--- config.mk ---
export PLATFORM = sky130hd
export DESIGN_NAME = iir_biquad_cascade
export DESIGN_NICKNAME = d
export VERILOG_FILES = /design/src/rtl/iir_biquad_cascade.sv
export SDC_FILE = /design/constraint.sdc
export NUM_CORES = 2
export LEC_CHECK = 0
export BUFFER_PORTS_ARGS = -buffer_cell sky130_fd_sc_hd__buf_2
export CAP_MARGIN = 15
export CORE_MARGIN = 2
export CORE_UTILIZATION = 62
export DETAILED_ROUTE_END_ITERATION = 7
export PLACE_DENSITY = 0.78
export SETUP_SLACK_MARGIN = 0.02
export SLEW_MARGIN = 25
export SYNTH_ARGS = -nofsm -noshare
export SYNTH_HDL_FRONTEND = slang
export SYNTH_SLANG_ARGS = --single-unit
--- constraint.sdc ---
create_clock -name clk -period 50.3 [get_ports clk]
set_input_delay 2.515 -clock clk [delete_from_list [all_inputs] [get_ports clk]]
set_output_delay 2.515 -clock clk [all_outputs]
set_load 0.03 [all_outputs]
--- src/rtl/iir_biquad_cascade.sv ---
// Cascaded 2nd-order IIR over NUM_CH channels x NUM_STAGES stages, time-multiplexed on one MAC.
// Latency 6*NUM_CH*NUM_STAGES+1 cycles from an accepted tick to out_valid; ticks while busy are dropped and flagged.
module iir_biquad_cascade #(
  parameter int NUM_CH      = 2,
  parameter int NUM_STAGES  = 2,
  parameter int DATA_WIDTH  = 16,
  parameter int COEFF_WIDTH = 18,
  parameter int COEFF_SCALE = 14,
  parameter int COUNT_BITS  = 10,
  localparam int NCOEF      = NUM_STAGES * 5,
  localparam int SEL_W      = (NCOEF > 1) ? $clog2(NCOEF) : 1
) (
  input  logic                          clk,
  input  logic                          reset,
  input  logic [COUNT_BITS-1:0]         div,
  input  logic [NUM_CH*DATA_WIDTH-1:0]  din,
  input  logic                          coeff_we,
  input  logic [SEL_W-1:0]              coeff_sel,
  input  logic signed [COEFF_WIDTH-1:0] coeff_wdata,
  input  logic                          bypass,
  input  logic                          status_clr,
  output logic [NUM_CH*DATA_WIDTH-1:0]  dout,
  output logic                          out_valid,
  output logic                          busy,
  output logic                          sat_flag,
  output logic                          overrun
);

  localparam int DW     = DATA_WIDTH;
  localparam int CW     = COEFF_WIDTH;
  localparam int PROD_W = DW + CW;
  localparam int ACC_W  = DW + CW + 3;
  localparam int NSLOT  = NUM_CH * NUM_STAGES;
  localparam int ST_W   = (NUM_STAGES > 1) ? $clog2(NUM_STAGES) : 1;
  localparam int CH_W   = (NUM_CH > 1) ? $clog2(NUM_CH) : 1;
  localparam int IDX_W  = (NSLOT > 1) ? $clog2(NSLOT) : 1;

  typedef logic signed [DW-1:0] smp_t;
  typedef logic signed [CW-1:0] cof_t;
  typedef enum logic [1:0] {S_IDLE, S_MAC, S_WB, S_DONE} state_t;

  localparam cof_t COEF_ONE = cof_t'(2 ** COEFF_SCALE);
  localparam smp_t SMP_MAX  = {1'b0, {(DW-1){1'b1}}};
  localparam smp_t SMP_MIN  = {1'b1, {(DW-1){1'b0}}};

  state_t                  state_q, state_d;
  logic [COUNT_BITS-1:0]   cnt_q, cnt_d;
  logic [2:0]              k_q;
  logic [ST_W-1:0]         stg_q;
  logic [CH_W-1:0]         ch_q;
  logic signed [ACC_W-1:0] acc_q, acc_d;
  smp_t                    stg_out_q;
  smp_t                    din_q [NUM_CH];
  smp_t                    res_q [NUM_CH];
  smp_t                    x1_q [NSLOT];
  smp_t                    x2_q [NSLOT];
  smp_t                    y1_q [NSLOT];
  smp_t                    y2_q [NSLOT];
  cof_t                    shd_q [NCOEF];
  cof_t                    shd_d [NCOEF];
  cof_t                    act_q [NCOEF];
  logic [NUM_CH*DW-1:0]    dout_q;
  logic                    out_valid_q;
  logic                    sat_q, sat_d;
  logic                    ovr_q, ovr_d;

  logic                    tick, busy_w, last_stg, last_ch, neg, fits;
  logic [IDX_W-1:0]        slot;
  logic [SEL_W-1:0]        cidx;
  smp_t                    x0, op, ysat;
  cof_t                    cof;
  logic signed [PROD_W-1:0] c_ext, op_ext, prod;
  logic signed [ACC_W-1:0] term, term_n, y_full;
  logic [ACC_W-DW:0]       y_hi;

  assign tick   = (div != '0) && (cnt_q == div - COUNT_BITS'(1));
  assign cnt_d  = tick ? '0 : cnt_q + COUNT_BITS'(1);
  assign busy_w = (state_q != S_IDLE);

  assign slot     = IDX_W'(ch_q) * IDX_W'(NUM_STAGES) + IDX_W'(stg_q);
  assign cidx     = SEL_W'(stg_q) * SEL_W'(5) + SEL_W'(k_q);
  assign last_stg = (stg_q == ST_W'(NUM_STAGES - 1));
  assign last_ch  = (ch_q == CH_W'(NUM_CH - 1));

  // Stage 0 reads the latched sample; later stages chain off the previous stage output.
  assign x0 = (stg_q == '0) ? din_q[ch_q] : stg_out_q;

  always_comb begin
    op  = x0;
    neg = 1'b0;
    case (k_q)
      3'd1:    op = x1_q[slot];
      3'd2:    op = x2_q[slot];
      3'd3:    begin op = y1_q[slot]; neg = 1'b1; end
      3'd4:    begin op = y2_q[slot]; neg = 1'b1; end
      default: op = x0;
    endcase
  end

  assign cof    = act_q[cidx];
  assign c_ext  = {{(PROD_W-CW){cof[CW-1]}}, cof};
  assign op_ext = {{(PROD_W-DW){op[DW-1]}}, op};
  assign prod   = c_ext * op_ext;
  assign term   = {{(ACC_W-PROD_W){prod[PROD_W-1]}}, prod};
  assign term_n = neg ? -term : term;
  assign acc_d  = (k_q == 3'd0) ? term_n : acc_q + term_n;

  // Floor scaling, then clamp whenever the high bits are not a pure sign extension.
  assign y_full = acc_q >>> COEFF_SCALE;
  assign y_hi   = y_full[ACC_W-1:DW-1];
  assign fits   = (&y_hi) | ~(|y_hi);
  assign ysat   = fits ? y_full[DW-1:0] : (y_full[ACC_W-1] ? SMP_MIN : SMP_MAX);

  assign sat_d = ((state_q == S_WB) && !fits) | (sat_q & ~status_clr);
  assign ovr_d = (tick && busy_w) | (ovr_q & ~status_clr);

  always_comb begin
    for (int i = 0; i < NCOEF; i++) shd_d[i] = shd_q[i];
    if (coeff_we && (int'(coeff_sel) < NCOEF)) shd_d[coeff_sel] = coeff_wdata;
  end

  always_comb begin
    state_d = state_q;
    case (state_q)
      S_IDLE:  if (tick) state_d = S_MAC;
      S_MAC:   if (k_q == 3'd4) state_d = S_WB;
      S_WB:    state_d = (last_stg && last_ch) ? S_DONE : S_MAC;
      S_DONE:  state_d = S_IDLE;
      default: state_d = S_IDLE;
    endcase
  end

  always_ff @(posedge clk or posedge reset) begin
    if (reset) state_q <= S_IDLE;
    else       state_q <= state_d;
  end

  always_ff @(posedge clk or posedge reset) begin
    if (reset) begin
      cnt_q       <= '0;
      k_q         <= '0;
      stg_q       <= '0;
      ch_q        <= '0;
      acc_q       <= '0;
      stg_out_q   <= '0;
      dout_q      <= '0;
      out_valid_q <= 1'b0;
      sat_q       <= 1'b0;
      ovr_q       <= 1'b0;
      for (int c = 0; c < NUM_CH; c++) begin
        din_q[c] <= '0;
        res_q[c] <= '0;
      end
      for (int i = 0; i < NSLOT; i++) begin
        x1_q[i] <= '0;
        x2_q[i] <= '0;
        y1_q[i] <= '0;
        y2_q[i] <= '0;
      end
      for (int i = 0; i < NCOEF; i++) begin
        shd_q[i] <= (i % 5 == 0) ? COEF_ONE : '0;
        act_q[i] <= (i % 5 == 0) ? COEF_ONE : '0;
      end
    end else begin
      cnt_q       <= cnt_d;
      sat_q       <= sat_d;
      ovr_q       <= ovr_d;
      out_valid_q <= 1'b0;
      for (int i = 0; i < NCOEF; i++) shd_q[i] <= shd_d[i];
      case (state_q)
        S_IDLE: if (tick) begin
          for (int c = 0; c < NUM_CH; c++) din_q[c] <= din[c*DW +: DW];
          // Same-cycle shadow writes are part of the bank that goes live.
          for (int i = 0; i < NCOEF; i++) act_q[i] <= shd_d[i];
          k_q   <= '0;
          stg_q <= '0;
          ch_q  <= '0;
        end
        S_MAC: begin
          acc_q <= acc_d;
          k_q   <= (k_q == 3'd4) ? 3'd0 : k_q + 3'd1;
        end
        S_WB: begin
          x2_q[slot] <= x1_q[slot];
          x1_q[slot] <= x0;
          y2_q[slot] <= y1_q[slot];
          y1_q[slot] <= ysat;
          stg_out_q  <= ysat;
          if (last_stg) begin
            res_q[ch_q] <= ysat;
            stg_q       <= '0;
            ch_q        <= last_ch ? '0 : ch_q + CH_W'(1);
          end else begin
            stg_q <= stg_q + ST_W'(1);
          end
        end
        S_DONE: begin
          for (int c = 0; c < NUM_CH; c++) dout_q[c*DW +: DW] <= bypass ? din_q[c] : res_q[c];
          out_valid_q <= 1'b1;
        end
        default: ;
      endcase
    end
  end

  assign dout      = dout_q;
  assign out_valid = out_valid_q;
  assign busy      = busy_w;
  assign sat_flag  = sat_q;
  assign overrun   = ovr_q;

endmodule
### Word level (Yosys, flattened, before mapping)

Index checks and enable logic that the tools add are counted.

| cells by class | value |
|---|---|
| bitwise gates (word level) | 11 |
| equal/unequal tests | 11 |
| reduce and logical (&&, ||, !) cells | 24 |
| $add $sub $neg | 9 |
| multipliers | 2 |
| magnitude comparators | 8 |
| mux-type cells | 55 |

Operator list:

| kind | number |
|---|---|
| $mux 16 | 18 |
| $bwmux 64 | 4 |
| $bwmux 180 | 1 |
| $mux 180 | 1 |
| $bmux 16 s2 | 4 |
| $mux 37 | 2 |
| $bmux 18 s4 | 1 |
| $demux 18 s4 | 1 |
| $pmux 16 s4 | 1 |
| $mux 18 | 3 |
| $add 37x37->37 | 1 |
| $neg 34->37 | 1 |
| $mul 18x16->34 | 1 |
| $bwmux 32 | 1 |
| $demux 16 s2 | 1 |
| $demux 16 s1 | 1 |
| $add 10x1->10 const B | 1 |
| $eq 10x10->1 | 1 |
| $ge 5x5->1 const B | 2 |
| $mux 10 | 1 |
| $not 4->5 | 2 |
| $reduce_and 2->1 | 5 |
| $reduce_bool 10->1 | 1 |
| $sub 10x1->10 const B | 1 |
| 37 further kinds | 64 |

| storage, ports and cells | value |
|---|---|
| word-level logic and storage cells | 171 |
| register bits after elaboration | 785 |

### Depth between registers and ports, before layout

| depth | value |
|---|---|
| depth in word-level cells | 11 |
| mapped depth | 47 |
| gate-level depth less buffers | 43 |

### Worst setup path before layout

No wires, ideal clock.

| path | value |
|---|---|
| path type | reg-to-reg |
| from | register stg_q (netlist: last_stg) |
| to | register acc_q[36] |
| buffers on the path | 6 |
| setup time | 0.071 ns |
| required time | 50.229 ns |
| cell stages (with the launch flop) | 41 |
| clock period less this slack | 10.740 ns |
| arrival time | 10.669 ns |
| slack | 39.560 ns |
| cell sequence | dfrtp_1 buf_2 buf_1 clkbuf_1 buf_1 nor2_1 a21oi_1 nor2_1 a21oi_1 clkbuf_1 nor2_1 fa_1 inv_1 fa_1 fa_1 fa_1 inv_1 fa_1 [5 not listed] and4_2 o21a_1 a21oi_1 xor2_1 or4b_2 o21ai_0 xnor2_1 ha_1 and3_1 and2_1 nand4b_1 a311oi_1 a41o_1 nand4_1 a31oi_1 a31o_2 or4b_1 nand4_1 |

| between the ends | value |
|---|---|
| cells in the longest elaborated chain, start to end | 11 |

Ends and longest elaborated chain:

| what | line | source |
|---|---|---|
| start, declared | 49 | `logic [ST_W-1:0] stg_q;` |
| start signal, assigned | 194 | `stg_q <= stg_q + ST_W'(1);` |
| $mul 1x3->4 or $add 2x1->2 (tied branches) | 81, 80 |  |
| $add 4x3->4 or $not 2->3 (tied branches) | -- |  |
| $not 4->5 (not written as such), or another cell as far along | 100 | `assign cof = act_q[cidx];` |
| $bmux 18 s4, or another cell as far along | 100 |  |
| $mux 18 (not written as such), or another cell as far along | 100 |  |
| $mux 18 (not written as such) or $pmux 16 s4 (tied branches) | 100, 91 |  |
| $mul 18x16->34 (*) | 103 | `assign prod = c_ext * op_ext;` |
| $neg 34->37 | 105 | `assign term_n = neg ? -term : term;` |
| $mux 37 (*) | 105 |  |
| $add 37x37->37 | 106 | `assign acc_d = (k_q == 3'd0) ? term_n : acc_q + term_n;` |
| $mux 37 (*) | 106 |  |
| end signal, assigned | 144 | `acc_q <= '0;` |
| end signal, assigned | 180 | `acc_q <= acc_d;` |
| end, declared | 51 | `logic signed [ACC_W-1:0] acc_q, acc_d;` |

Every way passes the cells marked *; elsewhere a longest branch is shown, timed or not. The select of a mux whose other input is x is not followed.
A chain may end at the register's enable or synchronous reset.

### Worst setup path after layout

Ends and elaborated chain as after synthesis.

==> flow_summary_export.csv <==
group,metric,value,unit
status,status,"finished, final reports clean",
synthesis,synth_xor_area_share,2.07,%
clock_network,cts_sinks,785,
clock_network,worstSkewPairLatency,0.68,ns
synthesis,ys_async_sr_fraction,100,%
sta,tightest_slew,1.09,ns
clock_network,cts_hold_buffers,0,
pwr,switchingPower,0.668,mW
die,fp-row-count,101,
die,die_y,281,microns
synthesis,synthAdderAreaFrac,15.8,%
synthesis,yosysMostFrequentCell,"dfrtp_1",
sta,rsz0062_at_grt,"no",
placement,place.gp.congestion,0.955,
layout,instances_no_fill,5343,
pwr,power-per-cell-area,37.5,nW/um^2
sta,final.min_clock_period,12.36,ns
global_route,grt_pass1_wl,185000,microns
worst_setup_path,required,50.87,ns
worst_setup_path,worst_path_most_repeated_cell,"fa_1",
layout,fillers,5506,
clock_network,cts_htree_levels,3,
pwr,pwr-share-clk,31.9,%
synthesis,ys.flop_type,"dfrtp_1",
synthesis,synth_top_family_by_area,"multiplexers",
worst_setup_path,slowest_stage,"dfrtp_4",
routing,drc,0,
worst_setup_path,critPathKind,"reg -> reg",
die,initial_core_util,62.6,%
sta,final-setup-viol-count,0,
worst_setup_path,slowest_delay,0.81,ns
worst_setup_path,ff2ff_setup_slack,37.94,ns
worst_setup_path,critPathArrivalTime,12.94,ns
pwr,comb_power_share,29.9,%
clock_network,post_cts_buffers,0,
layout,fin_area,52100,sq um
sta,max_freq,0.0809,GHz
synthesis,ys_seq_area_share,41.2,%
layout,syn2layout_area_growth,9.41,%
layout,fin_nets,4740,
synthesis,synthTopCellsByArea,"dfrtp_1 41%, mux2_2 12%, fa_1 12%",
pwr,max-vdd-ir-drop,0.0000326,V
pwr,pwr-share-seq,38.1,%
pwr,p_leak,25.1,nW
routing,dr.first_iter.drc_count,2452,
sta,tns,0,ns
routing,vias,32481,
placement,place_area,49200,sq um
layout,antenna_cells,0,
worst_setup_path,reg2reg_to,"acc_q[36]$_DFFE_PP0P_",
min_path,hold_path_depth,2,
job,max_cap_violations,0,
clock_network,cts_buffers,82,
synthesis,synth.avg_cell_area,11.3,sq um
worst_setup_path,cp-start-kind,"flop",
routing,ant_nets,0,
synthesis,synth_area,47600,sq um
min_path,hold_path_class,"reg -> reg",
worst_setup_path,cp-end-kind,"flop",
synthesis,synthSimpleGateAreaFrac,8.46,%
sta,slew_violations,0,
sta,finalCritPeriodShare,24.6,%
sta,hold_viol_final,0,
placement,port_buffers,104,
synthesis,synth_edf_count,0,
die,fp.dieW,281,microns
clock_network,cts_buffer_depth,3,
sta,skew,0.0638,ns
synthesis,synthTopCellsByCount,"781 x dfrtp_1, 527 x mux2_2, 411 x nand2_1, 364 x inv_1, 318 x nor2_1",
synthesis,ys_types,104,
die,die_area,79100,sq um
worst_setup_path,crit_fanout,37,
worst_setup_path,reg2reg_from,"last_stg$_DFFE_PP0P_",
routing,drt_wl_total,116000,microns
sta,holdWs,0.479,ns
synthesis,syn_nets,4709,
clock_network,cts_tree,"yes",
worst_setup_path,rr_worst_depth,37,
global_route,track_usage,30.1,%
layout,final_util,68.5,%
synthesis,synth_compound_area_share,8.53,%
pwr,switching_share,34.2,%
min_path,hold_start,"x1_q[16]$_DFFE_PP0P_",
clock_network,cts_resized,0,
synthesis,synth_top_cell_area_share,41.0,%
global_route,antenna_found_initial,2,
placement,dp_cells,5188,
sta,slew_headroom,26.6,%
synthesis,synth_top_area_cell,"dfrtp_1",
global_route,overflow,0,
synthesis,synth_seq_cells,785,
clock_network,root_buffer,"clkbuf_16",
synthesis,synthMuxAreaShare,19.1,%
synthesis,synthCells,4214,
clock_network,clkTransAtPathRegs,0.06,ns
global_route,grt_pass1_vias,33813,
global_route,grt_max_degree,128,
pwr,p_int,1.29,mW
die,ioPinCount,105,
routing,wl_per_cell,21.8,microns
routing,viasPerCell,6.08,
synthesis,yosysWarnings,0,
layout,drive_above_1_share,23.8,%
die,core_area,76100,sq um
min_path,hold_end,"x1_q[16]$_DFFE_PP0P_",
routing,drtPass1Iterations,5,
placement,place_hpwl,80500,microns
## area by class of cell
type / instances / area [sq um] / share of cell area, %
repair buffers: 179 / 1140 / 2.19
clock buffers: 115 / 2360 / 4.52
well taps: 1030 / 1290 / 2.47
multi-input cells: 2832 / 25800 / 49.5
clock inverters: 37 / 493 / 0.946
flip-flops and latches: 785 / 19700 / 37.7
inverters: 365 / 1380 / 2.64
## sequential cells by signal, summed over array words and instances, names as in the netlist
signal / flops
acc_q: 37
act_q: 180
ch_q: 1
cnt_q: 10
din_q: 32
dout: 32
k_q: 3
last_stg: 1
out_valid: 1
overrun: 1
res_q: 32
sat_flag: 1
shd_q: 180
state_q: 2
stg_out_q: 16
x1_q: 64
x2_q: 64
y1_q: 64
y2_q: 64
## worst max-delay path, delay by kind of cell (launching register included)
| kind | cells | cell delay [ns] |
|---|---|---|
| simple gates | 10 | 2.41 |
| buf+inv | 7 | 1.63 |
| xor+xnor | 2 | 0.49 |
| fa+ha+maj | 8 | 3.85 |
| flops | 1 | 0.81 |
| mux | 1 | 0.65 |
| compound gates | 9 | 2.36 |
## worst max path at each step
stage | cells after the start | startpoint | to | slack [ns]
floorplan | 1 | reset | acc_q[0]$_DFFE_PP0P_ | 25.75
detailed placement | 37 | last_stg$_DFFE_PP0P_ | acc_q[36]$_DFFE_PP0P_ | 38.02
CTS | 37 | last_stg$_DFFE_PP0P_ | acc_q[36]$_DFFE_PP0P_ | 37.91
global placement | 37 | last_stg$_DFFE_PP0P_ | acc_q[36]$_DFFE_PP0P_ | 38.17
global route | 43 | last_stg$_DFFE_PP0P_ | acc_q[36]$_DFFE_PP0P_ | 37.26
finish | 37 | last_stg$_DFFE_PP0P_ | acc_q[36]$_DFFE_PP0P_ | 37.94
## per-stage QoR
step | power, mW | setup slack [ns]
6_report | 1.95 | 37.94
5_1_grt | 2.05 | 37.26
4_1_cts | 1.96 | 37.91
3_5_place_dp | 1.33 | 38.02
3_3_place_gp | 1.31 | 38.17
2_1_floorplan | 1.17 | 25.75
## power groups by stage
| stage | sequential [mW] | combinational (mW) | clock [mW] |
|---|---|---|---|
| floorplan | 0.740 | 0.429 | 0 |
| global placement | 0.750 | 0.564 | 0 |
| detailed placement | 0.755 | 0.575 | 0 |
| CTS | 0.744 | 0.580 | 0.634 |
| global route | 0.753 | 0.637 | 0.660 |
| finish | 0.745 | 0.584 | 0.624 |
## per-layer routing
metal,GRT usage [%],part of all wire (%),vias up
li1,-,-,14430
met1,40.0,41,16744
met2,49.8,49,1012
met3,4.80,5.9,291
met4,12.2,4.2,4
met5,0,0.023,-
## layout by cell type, fill, tap and decap left out, drive strengths merged, types with 14 or more instances in the layout
cell	n
nor2b	16
inv	367
nor2	319
and2	24
nor3	32
o21ai	270
xor2	45
mux4	100
fa	292
clkbuf	115
xnor2	67
a21o	30
a21oi	149
nand2	411
clkinv	26
a211oi	14
ha	134
nand3	29
o22ai	19
dfrtp	781
mux2	527
nand2b	18
o22a	17
a22oi	14
mux2i	91
nand4	15
a31oi	20
buf	179
## logic make-up after synthesis
family | count (synthesis)
fa+ha+maj | 426
xor+xnor | 112
compound gates | 650
simple gates | 926
buf+inv | 597
flops | 785
mux | 718
No activity file was read; power rests on OpenSTA's default activity.
